`src/rtl/mc_arb_pkg.sv`:
```
// Shared definitions for the memory-controller Wishbone arbiter:
// FSM state encoding and default sizing constants.
package mc_arb_pkg;

    localparam int unsigned NUM_M_DEFAULT     = 4;
    localparam int unsigned TO_CYCLES_DEFAULT = 255;

    localparam logic [1:0] ST_IDLE = 2'd0;
    localparam logic [1:0] ST_BUSY = 2'd1;
    localparam logic [1:0] ST_TOUT = 2'd2;

    typedef enum logic [1:0] {
        IDLE = ST_IDLE,
        BUSY = ST_BUSY,
        TOUT = ST_TOUT
    } arb_state_t;

endpackage

```
`src/rtl/mc_rr_pick.sv`:
```
// Combinational round-robin picker: first asserted request at or above ptr,
// wrapping at NUM_M, returned as a one-hot grant plus a found flag.
module mc_rr_pick
    import mc_arb_pkg::*;
#(
    parameter int unsigned NUM_M = NUM_M_DEFAULT,
    parameter int unsigned PW    = $clog2(NUM_M)
) (
    input  logic [NUM_M-1:0] req,
    input  logic [PW-1:0]    ptr,
    output logic [NUM_M-1:0] gnt,
    output logic             found
);

    logic [PW-1:0] idx;

    always_comb begin
        gnt   = '0;
        found = 1'b0;
        idx   = '0;
        for (int unsigned i = 0; i < NUM_M; i++) begin
            idx = PW'((32'(ptr) + i) % NUM_M);
            if (!found && req[idx]) begin
                gnt[idx] = 1'b1;
                found    = 1'b1;
            end
        end
    end

endmodule

```
`src/rtl/mc_wb_arb.sv`:
```
// Round-robin Wishbone arbiter sharing one memory-controller slave port among
// NUM_M masters, with locked tenures and a stalled-bus timeout.
module mc_wb_arb
    import mc_arb_pkg::*;
#(
    parameter int unsigned NUM_M     = NUM_M_DEFAULT,
    parameter int unsigned TO_CYCLES = TO_CYCLES_DEFAULT
) (
    input  logic                clk_i,
    input  logic                rst_n_i,
    input  logic [NUM_M-1:0]    m_cyc_i,
    input  logic [NUM_M-1:0]    m_stb_i,
    input  logic [NUM_M-1:0]    m_we_i,
    input  logic [NUM_M*32-1:0] m_addr_i,
    input  logic [NUM_M*32-1:0] m_data_i,
    input  logic [NUM_M*4-1:0]  m_sel_i,
    output logic [31:0]         m_data_o,
    output logic [NUM_M-1:0]    m_ack_o,
    output logic [NUM_M-1:0]    m_err_o,
    output logic                s_cyc_o,
    output logic                s_stb_o,
    output logic                s_we_o,
    output logic [31:0]         s_addr_o,
    output logic [31:0]         s_data_o,
    output logic [3:0]          s_sel_o,
    input  logic [31:0]         s_data_i,
    input  logic                s_ack_i,
    input  logic                s_err_i,
    output logic [NUM_M-1:0]    gnt_o,
    output logic                gnt_valid_o
);

    localparam int unsigned PW = $clog2(NUM_M);
    localparam int unsigned CW = $clog2(TO_CYCLES + 1);

    arb_state_t       state;
    logic [NUM_M-1:0] gnt_q;
    logic [PW-1:0]    ptr;
    logic [CW-1:0]    cnt;

    logic [NUM_M-1:0] pick_gnt;
    logic             pick_found;
    logic [PW-1:0]    gidx;
    logic [PW-1:0]    nxt_ptr;
    logic             cyc_g;
    logic             stall;
    logic             timeout;

    mc_rr_pick #(
        .NUM_M (NUM_M),
        .PW    (PW)
    ) u_pick (
        .req   (m_cyc_i),
        .ptr   (ptr),
        .gnt   (pick_gnt),
        .found (pick_found)
    );

    always_comb begin
        gidx = '0;
        for (int unsigned k = 0; k < NUM_M; k++) begin
            if (gnt_q[k]) gidx = PW'(k);
        end
    end

    assign nxt_ptr = (gidx == PW'(NUM_M - 1)) ? '0 : gidx + PW'(1);
    assign cyc_g   = |(gnt_q & m_cyc_i);

    // Slave-side mux: only the granted master is visible, and only in BUSY.
    always_comb begin
        s_cyc_o  = 1'b0;
        s_stb_o  = 1'b0;
        s_we_o   = 1'b0;
        s_addr_o = '0;
        s_data_o = '0;
        s_sel_o  = '0;
        if (state == BUSY) begin
            for (int unsigned k = 0; k < NUM_M; k++) begin
                if (gnt_q[k]) begin
                    s_cyc_o  = m_cyc_i[k];
                    s_stb_o  = m_stb_i[k];
                    s_we_o   = m_we_i[k];
                    s_addr_o = m_addr_i[32*k +: 32];
                    s_data_o = m_data_i[32*k +: 32];
                    s_sel_o  = m_sel_i[4*k +: 4];
                end
            end
        end
    end

    // A response on the limit cycle wins over the timeout because it clears stall.
    assign stall   = (state == BUSY) && s_cyc_o && s_stb_o && !s_ack_i && !s_err_i;
    assign timeout = stall && (cnt == CW'(TO_CYCLES - 1));

    assign m_ack_o     = (state == BUSY) ? (gnt_q & {NUM_M{s_ack_i}}) : '0;
    assign m_err_o     = (state == BUSY) ? (gnt_q & {NUM_M{s_err_i | timeout}}) : '0;
    assign m_data_o    = s_data_i;
    assign gnt_o       = gnt_q;
    assign gnt_valid_o = (state != IDLE);

    always_ff @(posedge clk_i or negedge rst_n_i) begin
        if (!rst_n_i) begin
            state <= IDLE;
            gnt_q <= '0;
            ptr   <= '0;
            cnt   <= '0;
        end else begin
            case (state)
                IDLE: begin
                    cnt <= '0;
                    if (pick_found) begin
                        gnt_q <= pick_gnt;
                        state <= BUSY;
                    end
                end
                BUSY: begin
                    if (!cyc_g) begin
                        state <= IDLE;
                        gnt_q <= '0;
                        ptr   <= nxt_ptr;
                        cnt   <= '0;
                    end else if (timeout) begin
                        state <= TOUT;
                        cnt   <= '0;
                    end else if (stall) begin
                        cnt <= cnt + CW'(1);
                    end else begin
                        cnt <= '0;
                    end
                end
                TOUT: begin
                    cnt <= '0;
                    if (!cyc_g) begin
                        state <= IDLE;
                        gnt_q <= '0;
                        ptr   <= nxt_ptr;
                    end
                end
                default: begin
                    state <= IDLE;
                    gnt_q <= '0;
                    cnt   <= '0;
                end
            endcase
        end
    end

endmodule

```
`config.mk`:
```
export PLATFORM = sky130hd
export DESIGN_NAME = mc_wb_arb
export DESIGN_NICKNAME = d
export VERILOG_FILES = /design/src/rtl/mc_arb_pkg.sv /design/src/rtl/mc_rr_pick.sv /design/src/rtl/mc_wb_arb.sv
export SDC_FILE = /design/constraint.sdc
export NUM_CORES = 1
export LEC_CHECK = 0
export BUFFER_PORTS_ARGS = -buffer_cell sky130_fd_sc_hd__buf_2
export CAP_MARGIN = 20
export CELL_PAD_IN_SITES_DETAIL_PLACEMENT = 0
export CELL_PAD_IN_SITES_GLOBAL_PLACEMENT = 1
export CORE_AREA = 2 2 168 170
export DETAILED_ROUTE_END_ITERATION = 16
export DIE_AREA = 0 0 170 172
export GPL_TIMING_DRIVEN = 0
export PLACE_DENSITY_LB_ADDON = 0.25
export SYNTH_ARGS = -nofsm -noshare
export SYNTH_HDL_FRONTEND = slang
export SYNTH_SLANG_ARGS = --single-unit
```
`constraint.sdc`:
```
create_clock -name clk_i -period 2.1 [get_ports clk_i]
set_clock_uncertainty 0.1 [all_clocks]
set_input_delay 0.315 -clock clk_i [delete_from_list [all_inputs] [get_ports clk_i]]
set_output_delay 0.315 -clock clk_i [all_outputs]
set_load 0.05 [all_outputs]
```
---- After elaboration in Yosys (flattened, before gate mapping) ----
Cells that the tools add are included.
storage, ports and cells
  input bits .............................. 320
  register bits ........................... 16
  output and inout bits ................... 116
cells by class
  bitwise operators ....................... 8
  multiplexer cells ....................... 72
  reductions and logical operators ........ 24
  equality and inequality tests ........... 8
  $lt $le $gt $ge ......................... 8
  add/subtract/negate cells ............... 5
operators by type and width
  cell                                                        count
  2-to-1 mux 32 bit                                           10
  2-to-1 mux 4 bit                                            13
  2-to-1 mux 8 bit                                            4
  2-to-1 mux 1 bit                                            28
  2-to-1 mux 2 bit                                            7
  AND 4 bit                                                   3
  logical AND 1 bit                                           12
  less-than comparator 2 x 3 -> 1 bit, second input constant  4
  OR 4 bit                                                    3
  adder 8 x 1 -> 8 bit, second input constant                 1
  binary-select mux 1 bit (select 2 bit)                      4
  demux 1 bit (select 2 bit)                                  4
  equality test 8 bit, second input constant                  1
  >= comparator 2 x 1 -> 1 bit, second input constant         4
  one-hot mux 4 bit (2 select lines)                          1
  != test 2 bit, second input constant                        3
  one-hot mux 2 bit (3 select lines)                          1
  logical NOT 1 bit                                           5
  adder 2 x 1 -> 2 bit, second input constant                 2
  adder 2 bit, second input constant                          2
  equality test 2 bit, second input constant                  2
  AND reduction 2 bit                                         2
  OR reduction 4 bit                                          1
  != test 3 bit, second input constant                        1
  other kinds (7)                                             7

---- Depth between registers and ports, before layout ----
Gate-level depths: netlist of the first run.
  word-level depth ........................ 14
  gate-level depth with buffers ........... 9
  depth with buffers taken out ............ 7

---- Hierarchy ----
Synthesis of the first run repeated with hierarchy kept, for this count alone.
unflattened totals
  cells, all modules ...................... 603
  area, all modules ....................... 3,907.5 um2
modules (own cells, without submodules)
  module      area each (um2)  cells an instance  sequential area each (um2)  instances
  mc_wb_arb   3,413.3          541                400.4                       1
  mc_rr_pick  494.2            62                 0.0                         1

---- Least setup slack after synthesis of the first run ----
No wires, ideal clock.
  kind .................................... register -> output
  from .................................... register gnt_q[1] (netlist: gnt_o[1])
  to ...................................... output m_err_o[0]
  arrival ................................. 2,720 ps
  path slack .............................. -1,035 ps
  data required time ...................... 1,685 ps
  cell stages (with the launch flop) ...... 8
  cell sequence ........................... dfrtp_1 > buf_2 > nor2b_1 > buf_2 > a21o_1 > nor2b_1 > a41o_1 > and3_1
between the ends
  cells in the longest elaborated chain, start to end .. 12
  elaborated cells on any way between the ends .. 16
ends and longest elaborated chain
  what                            line              RTL
  from (decl)                     mc_wb_arb.sv:37   logic [NUM_M-1:0] gnt_q;
  from (signal assigned)          mc_wb_arb.sv:112  gnt_q <= pick_gnt;
  2-to-1 mux 1 bit (3 in a row)   mc_wb_arb.sv:79   if (gnt_q[k]) begin
  2-to-1 mux 1 bit                mc_wb_arb.sv:77   if (state == BUSY) begin
  via s_cyc_o                     mc_wb_arb.sv:20   output logic s_cyc_o,
  logical AND 1 bit (4 in a row)  mc_wb_arb.sv:92   assign stall = (state == BUSY) && s_cyc_o && s_stb_o && !s_ack_i && !s_err_i;
  logical AND 1 bit               mc_wb_arb.sv:93   assign timeout = stall && (cnt == CW'(TO_CYCLES - 1));
  OR 1 bit                        mc_wb_arb.sv:96   assign m_err_o = (state == BUSY) ? (gnt_q & {NUM_M{s_err_i | timeout}}) : '0;
  AND 4 bit                       mc_wb_arb.sv:96
  2-to-1 mux 4 bit                mc_wb_arb.sv:96
  to (decl)                       mc_wb_arb.sv:19   output logic [NUM_M-1:0] m_err_o,
The timed path passes the listed nets, and every way through them passes these cells.

---- Worst setup path after layout of the first run ----
  from .................................... register gnt_q[0] (netlist: gnt_o[0])
  to ...................................... output s_addr_o[20]
between the ends
  cells in the longest elaborated chain, start to end .. 5
ends and longest elaborated chain
  what                            line             RTL
  2-to-1 mux 32 bit (4 in a row)  mc_wb_arb.sv:79
  2-to-1 mux 32 bit               mc_wb_arb.sv:77
  to (decl)                       mc_wb_arb.sv:23  output logic [31:0] s_addr_o,
Every way passes these cells.

==> impl_metrics.env, run 1 <==
export IMPL_fillers=2921
export IMPL_route_detailed_drc=0
export IMPL_fin_crit_ps=2433
export IMPL_path_buf_inv=4
export IMPL_clock_latency_ps=250
export IMPL_crit_family="buffers and inverters"
export IMPL_slowest_delay_ps=400
export IMPL_yosys_most_used_dff="dfrtp_1"
export IMPL_final_hold_viol_count=0
export IMPL_grt_pass1_wl_um=38320
export IMPL_synthTopCellsByArea="a221oi_1 (16%), nor2b_1 (11%), dfrtp_1 (10%)"
export IMPL_dp_cells=1335
export IMPL_dp_hpwl_um=21240
export IMPL_post_drt_wl_per_cell_um=20.38
export IMPL_dieWidth_um=170
export IMPL_cts_buffer_depth=2
export IMPL_async_flop_share_pct=100.0
export IMPL_grt_pass1_vias=6211
export IMPL_power_mw=13.82
export IMPL_clk_pin_slew_ps=50
export IMPL_syn_inst=590
export IMPL_critPathCaptureType="primary output"
export IMPL_synth_top_area_share_pct=15.56
export IMPL_status="finished with violations"
export IMPL_maxSlewViolCount=0
export IMPL_io_pin_count=436
export IMPL_synth_seq_cells=16
export IMPL_layout_common_cells="buf_2 (331), nor2_1 (85), nor2b_4 (70), buf_6 (65), buf_4 (63)"
export IMPL_required_ps=1680
export IMPL_violations="negative setup slack"
export IMPL_place_gp_congestion=0.8121
export IMPL_cp_cell_sequence="nor2b_4, buf_12, buf_12, buf_16, a221oi_4, nor3_2, a21oi_2, nor2b_4, buf_6"
export IMPL_drt_initial_drc_count=196
export IMPL_core_um2=27480
export IMPL_ant_nets=0
export IMPL_maxCapViolations=0
export IMPL_dr_pass1_iters=4
export IMPL_layout_drive_gt1_share_pct=78.24
export IMPL_rows=61
export IMPL_hold_path_class="flip-flop to flip-flop"
export IMPL_max_slew_margin_pct=43.75
export IMPL_final_nets=1357
export IMPL_rsz0062_at_grt="true"
export IMPL_cts_inserted_buffers=3
export IMPL_overflow=0
export IMPL_critPathSlowestCell="dfrtp_2"
export IMPL_power_density_nw_per_um2=1443
export IMPL_crit_type="flip-flop to primary output"
export IMPL_fin_setup_tns_ps=-16260
export IMPL_fp_dieArea_um2=29240
export IMPL_track_usage_pct=17.27
export IMPL_yosysUniqueCellTypes=50
export IMPL_cts_sinks=16
export IMPL_die_height_um=172
export IMPL_ys_warnings_count=0
export IMPL_cp_arrival_ps=2020
export IMPL_seq_area_frac_synth_pct=10.46
export IMPL_irDropWorstVdd_mv=0.6657
export IMPL_start_util_pct=13.93
export IMPL_grt_start_max_net_pins=17
export IMPL_worst_pin_slew_ps=836.0
export IMPL_setup_viol=76
export IMPL_syn_avg_cell_area_um2=6.487
export IMPL_synth_area_um2=3827
export IMPL_cts_root_buf="clkbuf_16"
export IMPL_portBuffers=399
export IMPL_min_period_over_period_pct=115.8
export IMPL_yosysTopAreaCell="a221oi_1"
export IMPL_rrSetupSlack_ps=-70
export IMPL_layoutNonFillerInstCount=1372
export IMPL_cp_start_kind="flip-flop"
export IMPL_dp_slack_ps=-966.8
export IMPL_vias=6367
export IMPL_mostFrequentLayoutCell="buf_2"
export IMPL_synth_fp_nets=921
export IMPL_antenna_found_initial=0
export IMPL_htree_levels=1
export IMPL_cts_tree="yes"
export IMPL_crit_path_max_fanout=8
export IMPL_finalWirelength_um=27960
export IMPL_synth_edf_count=0
export IMPL_power_leakage_nw=4.422
export IMPL_fin_ws_ps=-332.8
export IMPL_syn_to_final_growth_pct=150.3
export IMPL_avgViaCountPerCell=4.641
export IMPL_max_clock_freq_ghz=0.4110
-- report_power, final --
group          internal [mW]  switching [mW]  leakage [nW]  total, mW
Sequential             0.371          0.0940         0.206      0.465
Combinational           5.59            7.34          4.17       12.9
Clock                  0.290           0.135        0.0442      0.425
-- worst paths after layout --
kind | startpoint | endpoint | cells after the start
setup / recovery | gnt_o[0]$_DFFE_PN0P_ | s_addr_o[20] | 9
hold / removal | cnt[0]$_DFF_PN0_ | cnt[0]$_DFF_PN0_ | 1
setup reg to reg | ptr[0]$_DFFE_PN0P_ | gnt_o[2]$_DFFE_PN0P_ | 7
hold reg to reg | cnt[0]$_DFF_PN0_ | cnt[0]$_DFF_PN0_ | 1
max in group asynchronous | rst_n_i | gnt_o[0]$_DFFE_PN0P_ | 2
min in group asynchronous | rst_n_i | cnt[3]$_DFF_PN0_ | 2
-- repair_timing --
action | CTS | global route
setup buffers | 26 | 8
hold endpoints to repair | 16 | 0
hold buffers | 1 | 0
pin swaps | 27 | 37
cloned | 3 | 1
endpoints found under the setup margin | 95 | 84
gates resized for setup | 328 | 188
-- state kept, by name, indices dropped and copies added (netlist names) --
register  cells
cnt           8
gnt_o         4
ptr           2
state         2
-- logic make-up after synthesis --
kind of cell | count (synthesis) | synth area share, %
multiplexers | 8 | 2.484
buffers and inverters | 106 | 14.12
AO/OA/AOI/OAI | 175 | 32.43
adder cells (fa/ha/maj) | 11 | 3.596
AND/OR/NAND/NOR | 268 | 35.53
XOR/XNOR | 6 | 1.373
flip-flops | 16 | 10.46
-- synthesized netlist by cell type, types with 2 or more instances --
master,n
a21oi_1,77
o211ai_1,2
o21a_1,2
dfrtp_1,16
mux2_2,2
nor2_1,87
and3_1,9
a221o_1,4
or2b_1,2
clkbuf_1,43
nor4_1,3
o21ai_0,2
xnor2_1,3
buf_2,12
mux2i_1,5
nor3_1,69
a221oi_1,68
ha_1,11
nor2b_1,70
and2_1,3
a211o_1,2
o311a_1,2
a32oi_1,2
a22oi_1,3
o211a_1,2
inv_1,10
nand4_1,2
nand2_1,8
buf_1,7
buf_4,32
nand3_1,9
xor2_1,3
-- through the flow --
stage / area (um2) / utilization, % / hold WS, ps
3_5_place_dp: 7003 / 25.49 / 169.5
6_report: 9580 / 34.87 / 388.6
2_1_floorplan: 4573 / - / -80.59
5_1_grt: 9578 / 34.86 / 429.5
4_1_cts: 8698 / 31.66 / 390.5
3_3_place_gp: 7003 / 25.49 / 169.7
-- per-layer routing --
| layer | global-route usage, % | vias to the layer above | wire (um) |
|---|---|---|---|
| met5 | 0 | - | 0 |
| met1 | 21.22 | 3033 | 11240 |
| met3 | 2.174 | 25 | 1603 |
| met4 | 3.233 | 0 | 481 |
| met2 | 32.40 | 293 | 14640 |
| li1 | - | 3016 | - |
-- cell type report --
cell class	instances	area (um2)	area share [%]
Multi-Input combinational cell	468	4738	49.46
Buffer	89	908.4	9.482
Tap cell	346	432.9	4.519
Inverter	11	52.55	0.5485
Sequential cell	16	407.9	4.258
Timing Repair Buffer	437	2949	30.78
Antenna cell	1	2.502	0.02612
Clock buffer	4	88.84	0.9273
Power figures use the tool's default switching activity.
==> run 2: changes to the inputs <==
--- a/config.mk
+++ b/config.mk
@@ -7,11 +7,9 @@
 export LEC_CHECK = 0
 export BUFFER_PORTS_ARGS = -buffer_cell sky130_fd_sc_hd__buf_2
 export CAP_MARGIN = 20
-export CELL_PAD_IN_SITES_DETAIL_PLACEMENT = 0
-export CELL_PAD_IN_SITES_GLOBAL_PLACEMENT = 1
-export CORE_AREA = 2 2 168 170
+export CORE_AREA = 2 2 169 171
 export DETAILED_ROUTE_END_ITERATION = 16
-export DIE_AREA = 0 0 170 172
+export DIE_AREA = 0 0 171 173
 export GPL_TIMING_DRIVEN = 0
 export PLACE_DENSITY_LB_ADDON = 0.25
 export SYNTH_ARGS = -nofsm -noshare
==> run 2 against run 1 <==
The run still ends with negative setup slack left. Via count rose by 1.5%. Non-clock buffer count rose by 1. Hold slack got worse by 21 ps. Clock power fell by 1%. Flip-flop and latch count did not move. Total power fell by 0.11%. Global-route usage barely moved. Worst setup slack got worse by 63 ps. Design area fell by 0.35%.
==> impl_metrics.env, run 2 (synthesized netlist as in run 1, its figures left out) <==
export IMPL_status="finished with violations"
export IMPL_violations="negative setup slack"
export IMPL_insertedDiodeCount=0
export IMPL_dp_cells=1367
export IMPL_fin_util_pct=34.55
export IMPL_largest_register="cnt"
export IMPL_worst_pin_slew_ps=739.3
export IMPL_max_slew_margin_pct=50.26
export IMPL_clock_latency_ps=250
export IMPL_rows=61
export IMPL_layout_common_cells="buf_2 (328), nor2_1 (85), nor2b_4 (70), buf_4 (67), a21oi_2 (64)"
export IMPL_maxCapViolations=0
export IMPL_whs_ps=367.5
export IMPL_maxSlewViolCount=0
export IMPL_fin_ws_ps=-395.5
export IMPL_critPathCaptureType="primary output"
export IMPL_dr_pass1_iters=5
export IMPL_crit_type="flip-flop to primary output"
export IMPL_cp_start_kind="flip-flop"
export IMPL_dieWidth_um=171
export IMPL_crit_family="compound AO/OA/AOI/OAI gates"
export IMPL_dp_slack_ps=-990.1
export IMPL_post_drt_wl_per_cell_um=20.32
export IMPL_crit_path_max_fanout=6
export IMPL_rsz0062_at_grt="true"
export IMPL_setup_viol=78
export IMPL_clk_pin_slew_ps=50
export IMPL_critPathSlowestCell="dfrtp_2"
export IMPL_start_util_pct=13.85
export IMPL_drt_initial_drc_count=260
export IMPL_track_usage_pct=17.26
export IMPL_layout_drive_gt1_share_pct=77.10
export IMPL_io_pin_count=436
export IMPL_avgViaCountPerCell=4.601
export IMPL_slowest_delay_ps=490
export IMPL_route_detailed_drc=0
export IMPL_fillers=2908
export IMPL_cp_arrival_ps=2080
export IMPL_cts_buffer_depth=2
export IMPL_dp_hpwl_um=21560
export IMPL_cp_cell_sequence="buf_6, a211o_1, a21o_1, nor2b_4, a41o_1, and3_4, buf_8"
export IMPL_irDropWorstVdd_mv=0.7351
export IMPL_layoutNonFillerInstCount=1404
export IMPL_fp_dieArea_um2=29580
export IMPL_cts_sinks=16
export IMPL_mostFrequentLayoutCell="buf_2"
export IMPL_htree_levels=1
export IMPL_place_gp_congestion=0.8645
export IMPL_ant_nets=0
export IMPL_register_area_um2=407.9
export IMPL_grt_start_max_net_pins=17
export IMPL_die_height_um=173
export IMPL_portBuffers=399
export IMPL_syn_to_final_growth_pct=149.4
export IMPL_power_leakage_nw=4.383
export IMPL_required_ps=1680
export IMPL_power_mw=13.81
export IMPL_power_density_nw_per_um2=1446
export IMPL_overflow=0
export IMPL_finalWirelength_um=28530
export IMPL_cts_tree="yes"
export IMPL_min_period_over_period_pct=118.8
export IMPL_grt_pass1_wl_um=38880
export IMPL_hold_path_class="input pin to flip-flop"
export IMPL_cts_root_buf="clkbuf_16"
export IMPL_largest_register_ffs=8
export IMPL_final_hold_viol_count=0
export IMPL_cts_inserted_buffers=3
export IMPL_path_buf_inv=2
export IMPL_core_um2=27630
export IMPL_max_clock_freq_ghz=0.4007
export IMPL_antenna_found_initial=3
export IMPL_multi_input_area_um2=4641
export IMPL_fin_crit_ps=2495
export IMPL_grt_pass1_vias=6409
export IMPL_final_nets=1358
export IMPL_vias=6460
[run 2: cell count changes in the layout (fill, tap and decap cells not counted), moves of 4 or more]
cell      previous run  this run
a221oi_4            29        25
a21oi_2             57        64
a21oi_1             18        13
buf_12               9        13
a221oi_1             4         8
nor3_2              48        37
nor3_1              21        29
buf_4               63        67
[run 2: final timing paths]
path	from	slack [ps]	to	cells past startpoint
max in group asynchronous	rst_n_i	1160	gnt_o[0]$_DFFE_PN0P_	2
worst min-delay path	s_err_i	370	cnt[1]$_DFF_PN0_	4
worst min register to register	cnt[0]$_DFF_PN0_	400	cnt[0]$_DFF_PN0_	1
worst max register to register	ptr[0]$_DFFE_PN0P_	-110	gnt_o[2]$_DFFE_PN0P_	8
worst max-delay path	gnt_o[1]$_DFFE_PN0P_	-400	m_err_o[2]	7
min in group asynchronous	rst_n_i	430	gnt_o[2]$_DFFE_PN0P_	2
[run 2: area by class of cell]
type | count | area share [%]
timing repair buffer | 437 | 30.79
buffer | 90 | 9.843
inverter | 11 | 0.6029
clock buffer | 4 | 0.9305
tap | 378 | 4.954
sequential | 16 | 4.273
multi-input combinational | 468 | 48.61
[run 2: stage by stage]
step / TNS, ps / area, um2
after floorplan: -3009 / 4573
after global placement: -62020 / 7043
after detailed placement: -60280 / 7043
after CTS: -22460 / 8692
after global routing: -24100 / 9547
final: -18940 / 9547
[run 2: timing repair]
item	4_1_cts	5_1_grt
gates cloned	3	3
pin swaps	23	21
hold buffers	1	0
endpoints found under the hold margin	16	0
gates resized for setup	322	161
setup buffers	25	7
endpoints found under the setup margin	95	89
[run 2: power by group]
group / leakage (nW) / total [mW] / internal (mW) / switching (mW)
clock network: 0.0442 / 0.419 / 0.290 / 0.129
registers: 0.206 / 0.447 / 0.371 / 0.0760
logic: 4.13 / 12.9 / 5.53 / 7.41
total: 4.38 / 13.8 / 6.19 / 7.62
[run 2: layer usage]
metal  part of all wire (%)  vias up  track usage, %
met2                     52      307           31.60
met3                    5.9       26           2.632
met1                     41     3106           21.00
li1                       -     3017               -
met5                   0.11        -               0
met4                    1.4        4           3.849
[run 2: worst register-to-register path, delay by kind of cell, from the launching register on]
kind                       cells  cell delay (ps)
buffers and inverters          2              210
muxes                          1              240
and+or+nand+nor                1               90
AOI/OAI and AO/OA              3              780
adders and majority gates      1              300
DFF                            1              370
